`config.mk`:
```
export PLATFORM = sky130hd
export DESIGN_NAME = ascon_perm_sliced_flat
export DESIGN_NICKNAME = d
export VERILOG_FILES = /design/src/rtl/ascon_perm_sliced_if.sv /design/src/rtl/ascon_perm_sliced.sv /design/src/flat_wrapper.sv
export SDC_FILE = /design/constraint.sdc
export NUM_CORES = 2
export LEC_CHECK = 0
export CORE_MARGIN = 8
export CORE_UTILIZATION = 45
export CTS_CLUSTER_DIAMETER = 50
export CTS_CLUSTER_SIZE = 28
export DETAILED_ROUTE_END_ITERATION = 7
export GPL_TIMING_DRIVEN = 0
export HOLD_SLACK_MARGIN = 0.15
export PLACE_DENSITY = 0.73
export REMOVE_ABC_BUFFERS = 1
export SYNTH_ARGS = -nofsm -noshare
export SYNTH_HDL_FRONTEND = slang
export SYNTH_SLANG_ARGS = --single-unit
```
`constraint.sdc`:
```
create_clock -name clk -period 25.4 [get_ports clk]
set_clock_uncertainty 0.1 [all_clocks]
set_input_delay 5.08 -clock clk [delete_from_list [all_inputs] [get_ports clk]]
set_output_delay 5.08 -clock clk [all_outputs]
set_load 0.05 [all_outputs]
```
`src/rtl/ascon_perm_sliced_if.sv`:
```
// Bus between the mode controller and the sliced ASCON permutation.
// Handshake: start is sampled only while the core is idle; done pulses for one cycle with state_out valid.
interface ascon_perm_sliced_if;
  logic         start;
  logic [3:0]   rounds;
  logic [319:0] state_in;
  logic [319:0] state_out;
  logic         busy;
  logic         done;
  logic [1:0]   fsm_state;

  modport master (
    output start, rounds, state_in,
    input  state_out, busy, done, fsm_state
  );

  modport slave (
    input  start, rounds, state_in,
    output state_out, busy, done, fsm_state
  );
endinterface

```
`src/rtl/ascon_perm_sliced.sv`:
```
// Full ASCON permutation p^a/p^b: substitution layer processed SLICE_W columns per cycle,
// linear layer applied over the full width in one cycle.
module ascon_perm_sliced #(
  parameter int SLICE_W    = 1,
  parameter int MAX_ROUNDS = 12
) (
  input logic clk,
  input logic rst,
  ascon_perm_sliced_if.slave bus
);
  localparam logic [6:0]  CNT_LAST = 7'(64 / SLICE_W - 1);
  localparam logic [63:0] LOW_MASK = 64'((65'd1 << SLICE_W) - 65'd1);

  typedef enum logic [1:0] {IDLE = 2'd0, SUB = 2'd1, LIN = 2'd2, DONE = 2'd3} state_t;

  state_t              state, state_nxt;
  logic [63:0]         x [5];
  logic [63:0]         x_sub [5];
  logic [63:0]         x_lin [5];
  logic [63:0]         merged [5];
  logic [SLICE_W-1:0]  s [5];
  logic [SLICE_W-1:0]  b [5];
  logic [SLICE_W-1:0]  y [5];
  logic [SLICE_W-1:0]  rc_bits;
  logic [3:0]          rnd_total, rnd, rc_idx, rounds_clamped;
  logic [6:0]          cnt;
  logic [7:0]          rc;
  logic [319:0]        state_out_q;
  logic                done_q, busy;

  function automatic logic [63:0] ror(input logic [63:0] v, input int n);
    return (v >> n) | (v << (64 - n));
  endfunction

  assign rounds_clamped = (bus.rounds > 4'(MAX_ROUNDS)) ? 4'(MAX_ROUNDS) : bus.rounds;

  // Substitution on the low slice; lanes rotate so the next slice lands at bit 0.
  always_comb begin
    rc_idx  = 4'(MAX_ROUNDS) - rnd_total + rnd;
    rc      = {~rc_idx, rc_idx};
    rc_bits = SLICE_W'(64'(rc) >> (32'(cnt) * SLICE_W));
    s[0] = x[0][SLICE_W-1:0] ^ x[4][SLICE_W-1:0];
    s[1] = x[1][SLICE_W-1:0];
    s[2] = x[2][SLICE_W-1:0] ^ rc_bits ^ x[1][SLICE_W-1:0];
    s[3] = x[3][SLICE_W-1:0];
    s[4] = x[4][SLICE_W-1:0] ^ x[3][SLICE_W-1:0];
    for (int l = 0; l < 5; l++) begin
      b[l] = s[l] ^ (~s[(l + 1) % 5] & s[(l + 2) % 5]);
    end
    y[0] = b[0] ^ b[4];
    y[1] = b[1] ^ b[0];
    y[2] = ~b[2];
    y[3] = b[3] ^ b[2];
    y[4] = b[4];
    for (int l = 0; l < 5; l++) begin
      merged[l] = (x[l] & ~LOW_MASK) | 64'(y[l]);
      x_sub[l]  = ror(merged[l], SLICE_W);
    end
  end

  always_comb begin
    x_lin[0] = x[0] ^ ror(x[0], 19) ^ ror(x[0], 28);
    x_lin[1] = x[1] ^ ror(x[1], 61) ^ ror(x[1], 39);
    x_lin[2] = x[2] ^ ror(x[2], 1)  ^ ror(x[2], 6);
    x_lin[3] = x[3] ^ ror(x[3], 10) ^ ror(x[3], 17);
    x_lin[4] = x[4] ^ ror(x[4], 7)  ^ ror(x[4], 41);
  end

  always_ff @(posedge clk or posedge rst) begin
    if (rst) state <= IDLE;
    else     state <= state_nxt;
  end

  always_comb begin
    state_nxt = state;
    case (state)
      IDLE: if (bus.start) state_nxt = (bus.rounds == 4'd0) ? DONE : SUB;
      SUB:  if (cnt == CNT_LAST) state_nxt = LIN;
      LIN:  state_nxt = (rnd + 4'd1 == rnd_total) ? DONE : SUB;
      DONE: state_nxt = IDLE;
      default: state_nxt = IDLE;
    endcase
  end

  always_comb begin
    busy = (state == SUB) || (state == LIN);
  end

  // The bypass (rounds=0) also loads the lanes, so DONE always publishes from them.
  always_ff @(posedge clk or posedge rst) begin
    if (rst) begin
      for (int l = 0; l < 5; l++) x[l] <= '0;
      rnd_total   <= '0;
      rnd         <= '0;
      cnt         <= '0;
      state_out_q <= '0;
      done_q      <= 1'b0;
    end else begin
      done_q <= (state == DONE);
      case (state)
        IDLE: if (bus.start) begin
          for (int l = 0; l < 5; l++) x[l] <= bus.state_in[319 - 64 * l -: 64];
          rnd_total <= rounds_clamped;
          rnd       <= '0;
          cnt       <= '0;
        end
        SUB: begin
          for (int l = 0; l < 5; l++) x[l] <= x_sub[l];
          cnt <= (cnt == CNT_LAST) ? 7'd0 : cnt + 7'd1;
        end
        LIN: begin
          for (int l = 0; l < 5; l++) x[l] <= x_lin[l];
          rnd <= rnd + 4'd1;
          cnt <= '0;
        end
        DONE: state_out_q <= {x[0], x[1], x[2], x[3], x[4]};
        default: ;
      endcase
    end
  end

  assign bus.state_out = state_out_q;
  assign bus.done      = done_q;
  assign bus.busy      = busy;
  assign bus.fsm_state = state;
endmodule

```
`src/flat_wrapper.sv`:
```
// flat-port wrapper written by rule: the top's interface ports become plain ports
module ascon_perm_sliced_flat 
#(
  parameter int SLICE_W    = 1,
  parameter int MAX_ROUNDS = 12
)
  (clk, rst, bus_start, bus_rounds, bus_state_in, bus_state_out, bus_busy, bus_done, bus_fsm_state);
  ascon_perm_sliced_if bus_i ();
  input logic clk;
  input logic rst;
  input wire logic [$bits(bus_i.start)-1:0] bus_start;
  input wire logic [$bits(bus_i.rounds)-1:0] bus_rounds;
  input wire logic [$bits(bus_i.state_in)-1:0] bus_state_in;
  output wire logic [$bits(bus_i.state_out)-1:0] bus_state_out;
  output wire logic [$bits(bus_i.busy)-1:0] bus_busy;
  output wire logic [$bits(bus_i.done)-1:0] bus_done;
  output wire logic [$bits(bus_i.fsm_state)-1:0] bus_fsm_state;
  assign bus_i.start = bus_start;
  assign bus_i.rounds = bus_rounds;
  assign bus_i.state_in = bus_state_in;
  assign bus_state_out = bus_i.state_out;
  assign bus_busy = bus_i.busy;
  assign bus_done = bus_i.done;
  assign bus_fsm_state = bus_i.fsm_state;
  ascon_perm_sliced #(.SLICE_W(SLICE_W), .MAX_ROUNDS(MAX_ROUNDS)) u_core (.clk(clk), .rst(rst), .bus(bus_i));
endmodule
```
# Yosys cells after proc, flatten, opt, wreduce, memory -nomap -nowiden
# Cells that the tools add are included.
# word_totals
word_cells	100
reg_bits	658
output_inout_bits	324
# classes
reduce_logical	9
n_eq_ne	7
muxes	13
bitwise_logic	54
n_shift	1
addsub	4
magnitude_cmp	1
# ops
cell	count
320-bit one-hot mux with 3 select lines	1
64-bit bitwise XOR	10
63-bit by 64-bit bitwise OR with 64-bit output	6
320-bit two-way mux	1
64-bit by 1-bit bitwise OR with 64-bit output	5
23-bit by 64-bit bitwise OR with 64-bit output	1
25-bit by 64-bit bitwise OR with 64-bit output	1
3-bit by 64-bit bitwise OR with 64-bit output	1
36-bit by 64-bit bitwise OR with 64-bit output	1
45-bit by 64-bit bitwise OR with 64-bit output	1
47-bit by 64-bit bitwise OR with 64-bit output	1
54-bit by 64-bit bitwise OR with 64-bit output	1
57-bit by 64-bit bitwise OR with 64-bit output	1
58-bit by 64-bit bitwise OR with 64-bit output	1
7-bit one-hot mux with 3 select lines	1
7-bit two-way mux	2
1-bit bitwise XOR	12
2-bit two-way mux	4
4-bit two-way mux	2
2-bit one-hot mux with 4 select lines	1
4-bit one-hot mux with 2 select lines	1
2-bit AND reduction	4
8-bit by 7-bit right shift with 1-bit output	1
7-bit by 1-bit adder with 7-bit output (second input constant)	1
other kinds (18)	28

# Logic depth before layout (Yosys ltp)
# depth
word_depth	13
ltp_mapped	18

# Worst setup path after synthesis
# OpenSTA, ideal clock, no wires.
# synth_path
kind	register to output
start	register u_core.state[0] (netlist: u_core.bus.fsm_state[0])
end	output port bus_busy
stages_incl_launch_ff	3
arrival_time_ps	1392
n_path_buf	0
setup_slack_ps	18828
required_ps	20220
cell_sequence	dfrtp_1 > inv_1 > ha_1
# synth_via
elab_chain_cells	2
elab_cells_between_ends	3
cone_classes	2 x eq/ne; 1 x reduce/logical
# synth_lines
element	line	source
start: declaration	ascon_perm_sliced.sv:16	state_t state, state_nxt;
start signal: assignment	ascon_perm_sliced.sv:71	else state <= state_nxt;
2-bit by 1-bit == test with 1-bit output / 2-bit == test (equally long branches)	ascon_perm_sliced.sv:86	busy = (state == SUB) || (state == LIN);
1-bit logical OR *	ascon_perm_sliced.sv:86	
end: declaration	flat_wrapper.sv:15	output wire logic [$bits(bus_i.busy)-1:0] bus_busy;
# Mark *: on every way between the ends. The rest lies on a longest branch, timed or not.

# Worst setup path after layout
# Ends and elaborated chain as after synthesis.

==> metrics.cfg <==
[outcome]
outcome = complete, no violations

[grt]
antenna_found_initial = 41
overflow = 0
grt_pass1_vias = 29227
track_usage = 0.255
grt_pass1_wl_um = 182000
grt_max_degree = 127

[critical_path]
cp_max_fo = 42
critPathArrivalTime_ns = 2.82
start_kind = flop
cp-end-kind = output pin
reg2reg_slack_ns = 21.54
crit_family = buffers and inverters
cp_num_buf_inv = 2
cpPeakStageDelay_ns = 0.90
worstSetupPathType = reg -> out
path_cells = inv_1, ha_4, clkdlybuf4s50_1
worst_ep_required_time_ns = 20.22
cp_slowest_cell = clkdlybuf4s50_1

[die]
dieArea_mm2 = 0.0906
core_mm2 = 0.0804
fp.dieH_um = 301
start_util = 0.454
rows = 104
io_pins = 651
die_w_um = 301

[layout]
instances_no_fill = 5330
nets = 4512
layout_common_cells = dfrtp_1 (658), nand2_1 (654), o21ai_0 (654), clkdlybuf4s50_1 (650), xnor2_1 (587)
area_delta_synth_final_pct = 27.0
layout-drive-gt1-share = 0.122
layout_commonest_cell = dfrtp_1
fillCellCount = 6824
post-route-util = 0.577

[hold_path]
worstHoldPathType = reg -> reg

[synthesis]
synth_edf_count = 0
yosysWarnings = 0
synthCells = 3918
netlist_area_mm2 = 0.0365
synth-seq-cells = 658
synthFlopType = dfrtp_1
synthDistinctLibCells = 39
yosysSeqAreaShare = 0.451
async_reset_ff_frac = 1.00
syn_area_per_cell_um2 = 9.33

[power]
p_seq_frac = 0.443
p_sw_uw = 560
combPwrFrac = 0.033
vdd_drop_max_mv = 0.0471
power.internal_uw = 1810
clkPwrFrac = 0.523
power_density_mw_per_mm2 = 51.0
totalPowerFinal_uw = 2370
p_leak_uw = 0.0198
p_sw_frac = 0.237

[timing]
drv_slew = 0
fin_tns_setup_ns = 0
hold_slack_ns = 0.405
tightest_slew_ns = 0.833
rsz0062_at_grt = false
relSlewSlack = 0.445
min_period_over_period = 0.315
setup_violations = 0
period_minus_slack_ns = 8.00
final_hold_viol_count = 0
fmax_mhz = 125

[cts]
cts_tree = yes
ctsResizeCount = 0
clk_pin_slew_ns = 0.06
cts_hold_buffers = 0
clockBufferDepth = 3
cts-root-buf = clkbuf_16
htreeDepth = 3
cts_setup_buffers = 0
clock-sinks = 658
clk_latency_ns = 0.64
cts_buffers = 83

[drt]
vias = 29871
drt_iter0_markers = 2510
wirelength_um = 120000
remaining_drc_errors = 0
drt-pass1-iter-count = 6
drt-vias-per-instance = 5.60
ant_nets = 0
avgRoutedWirePerCell_um = 22.4

[placed_design]
place_congestion = 0.868
hpwl_um = 83600
dp_cells = 5147
portBuffers = 650

[flow_run]
cap_violations = 0

-- power by group through the flow --
stage | clock, uW | combinational [uW] | sequential [uW]
6_report | 1240 | 79.3 | 1050
5_1_grt | 1310 | 86.3 | 1050
4_1_cts | 1260 | 81.0 | 1050
3_5_place_dp | 0 | 80.5 | 1070
3_3_place_gp | 0 | 77.8 | 1070
2_1_floorplan | 0 | 16.9 | 1070
-- metrics by stage --
| stage | worst slack, ns | cell area [um^2] |
|---|---|---|
| CTS | 17.33 | 46300 |
| global route | 17.27 | 46400 |
| global placement | -7.35 | 42400 |
| floorplan | 1.78 | 34600 |
| finish | 17.40 | 46400 |
| detailed placement | 17.56 | 43400 |
-- cell families after synthesis --
family | Yosys count | synth area share
AO/OA/AOI/OAI | 1056 | 0.170
AND/OR/NAND/NOR | 687 | 0.0727
multiplexers | 323 | 0.0995
XOR/XNOR | 592 | 0.142
buffers and inverters | 589 | 0.0605
adder cells (fa/ha/maj) | 13 | 0.00466
flip-flops | 658 | 0.451
-- cells in the mapped netlist (2+ instances only) --
library cell  instances  area [um^2]
o221ai_1             63          552
o21ai_0             654         3270
clkbuf_1            508         1910
or2_2                 2         12.5
a21o_1                2         15.0
a22o_1                3         26.3
buf_1                 7         26.3
mux2_2              322         3630
nand3_1               5         25.0
dfrtp_1             658        16500
xor2_1                5         43.8
a32oi_1               2         17.5
nor2_1                9         33.8
a21oi_1              67          335
xnor2_1             587         5140
nor2b_1               4         25.0
nand2_1             654         2450
nand2b_1              5         31.3
inv_1                74          278
a22oi_1             256         1920
ha_1                 12          150
a32o_1                2         20.0
-- cell type report --
type / instances / area, um^2 / share of cell area
Multi-Input combinational cell: 2671 / 17900 / 0.386
Inverter: 74 / 285 / 0.00615
Tap cell: 1060 / 1330 / 0.0286
Clock inverter: 61 / 702 / 0.0151
Timing Repair Buffer: 684 / 7440 / 0.160
Clock buffer: 93 / 2180 / 0.0469
Antenna cell: 29 / 72.6 / 0.00156
Sequential cell: 658 / 16500 / 0.355
-- routing by layer --
layer	GRT usage	wire, um	vias to the layer above
met5	0	148	-
met4	0.106	4840	24
met3	0.0773	11200	255
met2	0.407	56600	1154
met1	0.321	46800	14686
li1	-	-	13752
-- sequential cells by signal, indices dropped and copies added, names as in the netlist --
| register | flops |
|---|---|
| u_core.bus.done | 1 |
| u_core.bus.fsm_state | 2 |
| u_core.bus.state_out | 320 |
| u_core.cnt | 7 |
| u_core.rnd | 4 |
| u_core.rnd_total | 4 |
| u_core.s | 2 |
| u_core.x | 318 |
-- path summary, 6_finish.rpt --
check                                    startpoint                        to  cells after the start
setup / recovery            u_core.bus.fsm_state[0]                  bus_busy                      3
hold / removal             u_core.bus.state_out[52]  u_core.bus.state_out[52]                      1
setup reg to reg                u_core.rnd_total[1]             u_core.x[127]                     17
hold reg to reg            u_core.bus.state_out[52]  u_core.bus.state_out[52]                      1
max in group asynchronous                       rst             u_core.x[215]                      4
min in group asynchronous                       rst  u_core.bus.state_out[61]                      2
Note: power is estimated with default switching activity, not from simulation.
